### src/rtl/segment7_decoder_if.sv
// segment7_decoder_if: groups the digit inputs, override controls and the
// error-monitor outputs of one seven-segment digit.
// master = digit-select / mux side, slave = the decoder itself.
interface segment7_decoder_if #(
  parameter int CNT_W = 8
);
  logic [3:0]       bcd;
  logic             lamp_test;
  logic             blank;
  logic             err_clr;
  logic [6:0]       seg;
  logic             invalid;
  logic             err_sticky;
  logic [CNT_W-1:0] err_cnt;

  modport master (
    output bcd, lamp_test, blank, err_clr,
    input  seg, invalid, err_sticky, err_cnt
  );

  modport slave (
    input  bcd, lamp_test, blank, err_clr,
    output seg, invalid, err_sticky, err_cnt
  );
endinterface

### src/rtl/segment7_decoder.sv
// segment7_decoder: BCD to seven-segment decoder for one display digit.
// Segment order on seg is a..g from bit 6 down to bit 0.
// The decode path is combinational. Codes 10-15 show a dash and raise
// invalid.
// A clocked monitor keeps a sticky flag and a saturating count of the
// clock edges on which invalid was high.
// Optional macro SEG7_REG_OUT_EN registers seg and invalid. This adds one
// cycle of latency, and reset then drives the display dark. The error
// monitor then follows the registered invalid.
// The CNT_W of the interface instance must match the CNT_W of this module.
module segment7_decoder #(
  parameter int ACTIVE_LOW = 1,
  parameter int CNT_W      = 8
) (
  input  logic              clk,
  input  logic              rst,
  segment7_decoder_if.slave bus
);

  // Segment patterns in common-anode sense (0 = lit).
  localparam logic [6:0] SEG_ALL_LIT  = 7'b0000000;
  localparam logic [6:0] SEG_ALL_DARK = 7'b1111111;
  localparam logic [6:0] SEG_DASH     = 7'b1111110;

  localparam logic [CNT_W-1:0] CNT_MAX = '1;
  localparam logic [CNT_W-1:0] CNT_ONE = CNT_W'(1);

  logic [6:0]       table_seg;
  logic [6:0]       prio_seg;
  logic [6:0]       drive_seg;
  logic             bad_code;
  logic             err_src;
  logic             err_sticky_q;
  logic [CNT_W-1:0] err_cnt_q;

  // Full decode table. The default arm covers 10-15 and unknown codes,
  // so this logic never holds an old value.
  always_comb begin
    table_seg = SEG_DASH;
    case (bus.bcd)
      4'd0:    table_seg = 7'b0000001;
      4'd1:    table_seg = 7'b1001111;
      4'd2:    table_seg = 7'b0010010;
      4'd3:    table_seg = 7'b0000110;
      4'd4:    table_seg = 7'b1001100;
      4'd5:    table_seg = 7'b0100100;
      4'd6:    table_seg = 7'b0100000;
      4'd7:    table_seg = 7'b0001111;
      4'd8:    table_seg = 7'b0000000;
      4'd9:    table_seg = 7'b0000100;
      default: table_seg = SEG_DASH;
    endcase
  end

  // Override priority: lamp test beats blanking, and blanking beats the
  // decoded digit.
  always_comb begin
    prio_seg = table_seg;
    if (bus.lamp_test) begin
      prio_seg = SEG_ALL_LIT;
    end else if (bus.blank) begin
      prio_seg = SEG_ALL_DARK;
    end
  end

  // A common-cathode display gets the final vector inverted.
  // The inversion is applied after the override mux.
  assign drive_seg = (ACTIVE_LOW != 0) ? prio_seg : ~prio_seg;

  // A non-BCD code is flagged whatever the override inputs are.
  assign bad_code = (bus.bcd > 4'd9);

`ifdef SEG7_REG_OUT_EN
  localparam logic [6:0] DARK_DRIVE = (ACTIVE_LOW != 0) ? SEG_ALL_DARK : ~SEG_ALL_DARK;

  logic [6:0] seg_q;
  logic       invalid_q;

  // Output register: the display goes dark and invalid clears during reset.
  always_ff @(posedge clk) begin
    if (rst) begin
      seg_q     <= DARK_DRIVE;
      invalid_q <= 1'b0;
    end else begin
      seg_q     <= drive_seg;
      invalid_q <= bad_code;
    end
  end

  assign bus.seg     = seg_q;
  assign bus.invalid = invalid_q;
  assign err_src     = invalid_q;
`else
  assign bus.seg     = drive_seg;
  assign bus.invalid = bad_code;
  assign err_src     = bad_code;
`endif

  // Error monitor. A clear has priority over an invalid code on the same
  // edge. The count saturates at all-ones instead of wrapping.
  always_ff @(posedge clk) begin
    if (rst) begin
      err_sticky_q <= 1'b0;
      err_cnt_q    <= '0;
    end else if (bus.err_clr) begin
      err_sticky_q <= 1'b0;
      err_cnt_q    <= '0;
    end else if (err_src) begin
      err_sticky_q <= 1'b1;
      if (err_cnt_q != CNT_MAX) begin
        err_cnt_q <= err_cnt_q + CNT_ONE;
      end
    end
  end

  assign bus.err_sticky = err_sticky_q;
  assign bus.err_cnt    = err_cnt_q;

endmodule

### src/flat_wrapper.sv
// flat-port wrapper written by rule: the top's interface ports become plain ports
module segment7_decoder_flat 
#(
  parameter int ACTIVE_LOW = 1,
  parameter int CNT_W      = 8
)
  (clk, rst, bus_bcd, bus_lamp_test, bus_blank, bus_err_clr, bus_seg, bus_invalid, bus_err_sticky, bus_err_cnt);
  segment7_decoder_if #(.CNT_W(CNT_W)) bus_i ();
  input  logic clk;
  input  logic rst;
  input wire logic [$bits(bus_i.bcd)-1:0] bus_bcd;
  input wire logic [$bits(bus_i.lamp_test)-1:0] bus_lamp_test;
  input wire logic [$bits(bus_i.blank)-1:0] bus_blank;
  input wire logic [$bits(bus_i.err_clr)-1:0] bus_err_clr;
  output wire logic [$bits(bus_i.seg)-1:0] bus_seg;
  output wire logic [$bits(bus_i.invalid)-1:0] bus_invalid;
  output wire logic [$bits(bus_i.err_sticky)-1:0] bus_err_sticky;
  output wire logic [$bits(bus_i.err_cnt)-1:0] bus_err_cnt;
  assign bus_i.bcd = bus_bcd;
  assign bus_i.lamp_test = bus_lamp_test;
  assign bus_i.blank = bus_blank;
  assign bus_i.err_clr = bus_err_clr;
  assign bus_seg = bus_i.seg;
  assign bus_invalid = bus_i.invalid;
  assign bus_err_sticky = bus_i.err_sticky;
  assign bus_err_cnt = bus_i.err_cnt;
  segment7_decoder #(.ACTIVE_LOW(ACTIVE_LOW), .CNT_W(CNT_W)) u_core (.clk(clk), .rst(rst), .bus(bus_i));
endmodule
### config.mk
export PLATFORM = sky130hd
export DESIGN_NAME = segment7_decoder_flat
export DESIGN_NICKNAME = d
export VERILOG_FILES = /design/src/rtl/segment7_decoder_if.sv /design/src/rtl/segment7_decoder.sv /design/src/flat_wrapper.sv
export SDC_FILE = /design/constraint.sdc
export NUM_CORES = 1
export LEC_CHECK = 0
export BUFFER_PORTS_ARGS = -buffer_cell sky130_fd_sc_hd__buf_2
export CAP_MARGIN = 20
export CORE_AREA = 2 2 41 43
export CTS_BUF_LIST = sky130_fd_sc_hd__clkbuf_8
export CTS_CLUSTER_DIAMETER = 200
export DETAILED_ROUTE_END_ITERATION = 7
export DIE_AREA = 0 0 43 45
export PLACE_DENSITY = 0.8
export SETUP_SLACK_MARGIN = 0.05
export SYNTH_ARGS = -nofsm -noshare
export SYNTH_HDL_FRONTEND = slang
export SYNTH_SLANG_ARGS = --single-unit
### constraint.sdc
create_clock -name clk -period 2.05 [get_ports clk]
set_clock_uncertainty 0.1 [all_clocks]
set_input_delay 0 -clock clk [delete_from_list [all_inputs] [get_ports clk]]
set_output_delay 0 -clock clk [all_outputs]
set_load 0.03 [all_outputs]
==> reports/results.tsv <==
metric	value	unit
Placer Congestion	0.813	
Clock Latency Late Sink	0.23	ns
combinational share of power	22.6	%
CP Data Required Time	2.07	ns
Slew Limit Fails	0	
MaxCap Viol Count	0	
unrepaired setup endpoints after global routing	no	
cell internal pwr	348	µW
drt initial violations	9	
vertical die dimension	45	µm
GR Overflow Total	0	
H-tree Lvls	1	
P per Cell Area	571	mW/mm²
Arrival @ worst endpoint	1.57	ns
total nets after synthesis	97	
GRT Overall Usage	17.7	%
yosys warns	0	
top cells by area, synth	dfxtp_1, ha_1, a21oi_1	
largest net degree at the start of global routing	11	
VDD IR max	0.438	mV
Cell Count, Final, Fillers Out	125	
crit-path leading delay family	flip-flops	
global-route wire length before repair	2580	µm
die footprint	0.00194	mm²
CP endpoint kind	register	
CTS Sinks	9	
commonest cells after routing, fill and taps aside	buf_2, dfxtp_1, a21oi_1, nor2_1, nand2_1	
commonest non-fill, non-tap cell in the layout	buf_2	
P_leak	0.423	nW
CP Launch Type	register	
quantity of gates resized following cts	0	
layout cells sized above 1	32.1	%
synthesis-to-layout area growth	26.2	%
DRC Markers	0	
Total Wirelength	1550	µm
Hold Crit Class	in -> reg	
Finished Cell Area	861	µm²
Slew HR	83.4	%
filler instances	137	
Antenna Cells	0	
Mean Syn Cell Area	8.32	µm²
outcome	finished clean	
final setup fails	0	
Gate Count Post-Synth	82	
vias in the first global route	635	
Synth top area share	26.4	%
CP Depth	5	
port bufs	25	
Post-Syn Area	682	µm²
core area	0.00147	mm²
worst reg2reg setup slack	0.51	ns
Final Cycle Share	75.4	%
worst path cell trace	ha_1, nand3_1, o211ai_4, mux2i_1, nor2_1	
hold_buf cts	2	
Worst-Margin Slew	0.248	ns
#FFs+latches synth	9	
CTS buffer count	3	
TritonCTS clock tree	built	
area leader, netlist	dfxtp_1	
Worst Path Max Fanout	6	
CP max stage delay	0.39	ns
Layout Nets	125	
die width	43	µm
effective utilization at floorplan	46.3	%
Final Util	58.5	%
hpwl dp	1160	µm
clock power share	40.8	%
via/cell ratio	5.54	
post-synthesis sequential area ratio	26.4	%
Sw Share	29.1	%
cell row count	14	
setup TNS	0	ns
drt pass-1 iters	4	
P_sw	143	µW
clock-pin slew on the worst setup and hold paths	0.05	ns
post-CTS setup buffer count	0	
num ports	26	
fin crit period	1.54	ns
sequential share of power	36.6	%
Placed Area	796	µm²
Clock Tree Root	clkbuf_8	
initial antenna violation count	0	
WL/cell	12.4	µm
clock buffer depth	2	
Buf+Inv Stages, Crit Path	0	
highest clock rate	0.647	GHz
FF-to-FF End	u_core.bus.err_cnt[1]	
Post-DRT Antenna Nets	0	
r2r startpoint	u_core.bus.err_cnt[0]	
critical path class	reg -> reg	
Slowest cell on crit path	dfxtp_1	
Worst Setup SP	u_core.bus.err_cnt[0]	
Pwr Total	491	µW
routed via count	692	
R2R depth	5	
placed insts	119	
Critical Path Sink	u_core.bus.err_cnt[1]	
Cell variety after synth	32	
final hold vios	0	
==> per-layer routing <==
metal | GRT usage, % | wire length [µm] | vias to the layer above
met5 | 0 | 0 | -
met4 | 13.3 | 40 | 0
met3 | 1.60 | 103 | 6
met2 | 32.1 | 729 | 32
met1 | 19.3 | 680 | 303
li1 | - | - | 351
==> tightest hold or removal path: stages <==
cell,delay [ns]
buf_2,0.08
or2_2,0.18
a21oi_1,0.05
==> state kept, by name, indices dropped and copies added, names as in the netlist <==
name	count
u_core.bus.err_cnt	8
u_core.bus.err_sticky	1
==> through the flow <==
step                      hold slack, ns  worst slack [ns]
after floorplan                  0.00958             0.394
final                             0.0368             0.505
after global routing              0.0547             0.404
after detailed placement           0.179             0.526
after CTS                         0.0309             0.510
after global placement             0.168             0.588
==> power groups by stage <==
stage	logic (mW)	registers (mW)	clock network [mW]
floorplan	0.0776	0.188	0
global placement	0.105	0.183	0
detailed placement	0.108	0.183	0
CTS	0.112	0.180	0.205
global route	0.121	0.180	0.213
finish	0.111	0.180	0.200
==> cells in the mapped netlist <==
master,n
dfxtp_1,9
a21oi_1,8
nor2_1,8
nand2_1,7
ha_1,6
inv_1,5
nand3_1,4
o21ai_0,4
a211oi_1,3
buf_6,2
mux2i_1,2
nor3_1,2
or2_2,2
or3_1,2
a21oi_2,1
a41o_1,1
and2_4,1
and3_1,1
and4_1,1
clkbuf_1,1
clkbuf_2,1
mux2_2,1
nand4_1,1
nand4bb_1,1
nor2b_1,1
o2111a_1,1
o211ai_1,1
o211ai_4,1
o21a_1,1
o21bai_4,1
o311a_1,1
xor2_1,1
==> how the worst min path moves through the flow <==
| stage | start | end | slack [ns] | depth (start not counted) |
|---|---|---|---|---|
| floorplan | bus_lamp_test | bus_seg[1] | 0.01 | 1 |
| global placement | bus_err_clr | u_core.bus.err_sticky | 0.17 | 3 |
| detailed placement | bus_err_clr | u_core.bus.err_sticky | 0.18 | 3 |
| CTS | rst | u_core.bus.err_cnt[3] | 0.03 | 3 |
| global route | rst | u_core.bus.err_cnt[5] | 0.05 | 3 |
| finish | rst | u_core.bus.err_cnt[5] | 0.04 | 3 |
==> cell type report <==
class / instances / area [µm²] / share of cell area [%]
timing repair buffer: 27 / 145 / 16.9
sequential: 9 / 180 / 20.9
tap: 16 / 20.0 / 2.33
multi-input combinational: 64 / 452 / 52.5
inverter: 5 / 18.8 / 2.18
clock buffer: 3 / 41.3 / 4.80
clock inverter: 1 / 3.75 / 0.436
==> kinds of logic after synthesis <==
group	count (synthesis)	share of synthesized area, %
muxes	3	4.59
buffers and inverters	9	7.34
DFF	9	26.4
and+or+nand+nor	31	23.3
xor gates and xnor gates	1	1.28
adders and majority gates	6	11.0
AOI/OAI and AO/OA	23	26.1
No activity file was read; power rests on OpenSTA's default activity.
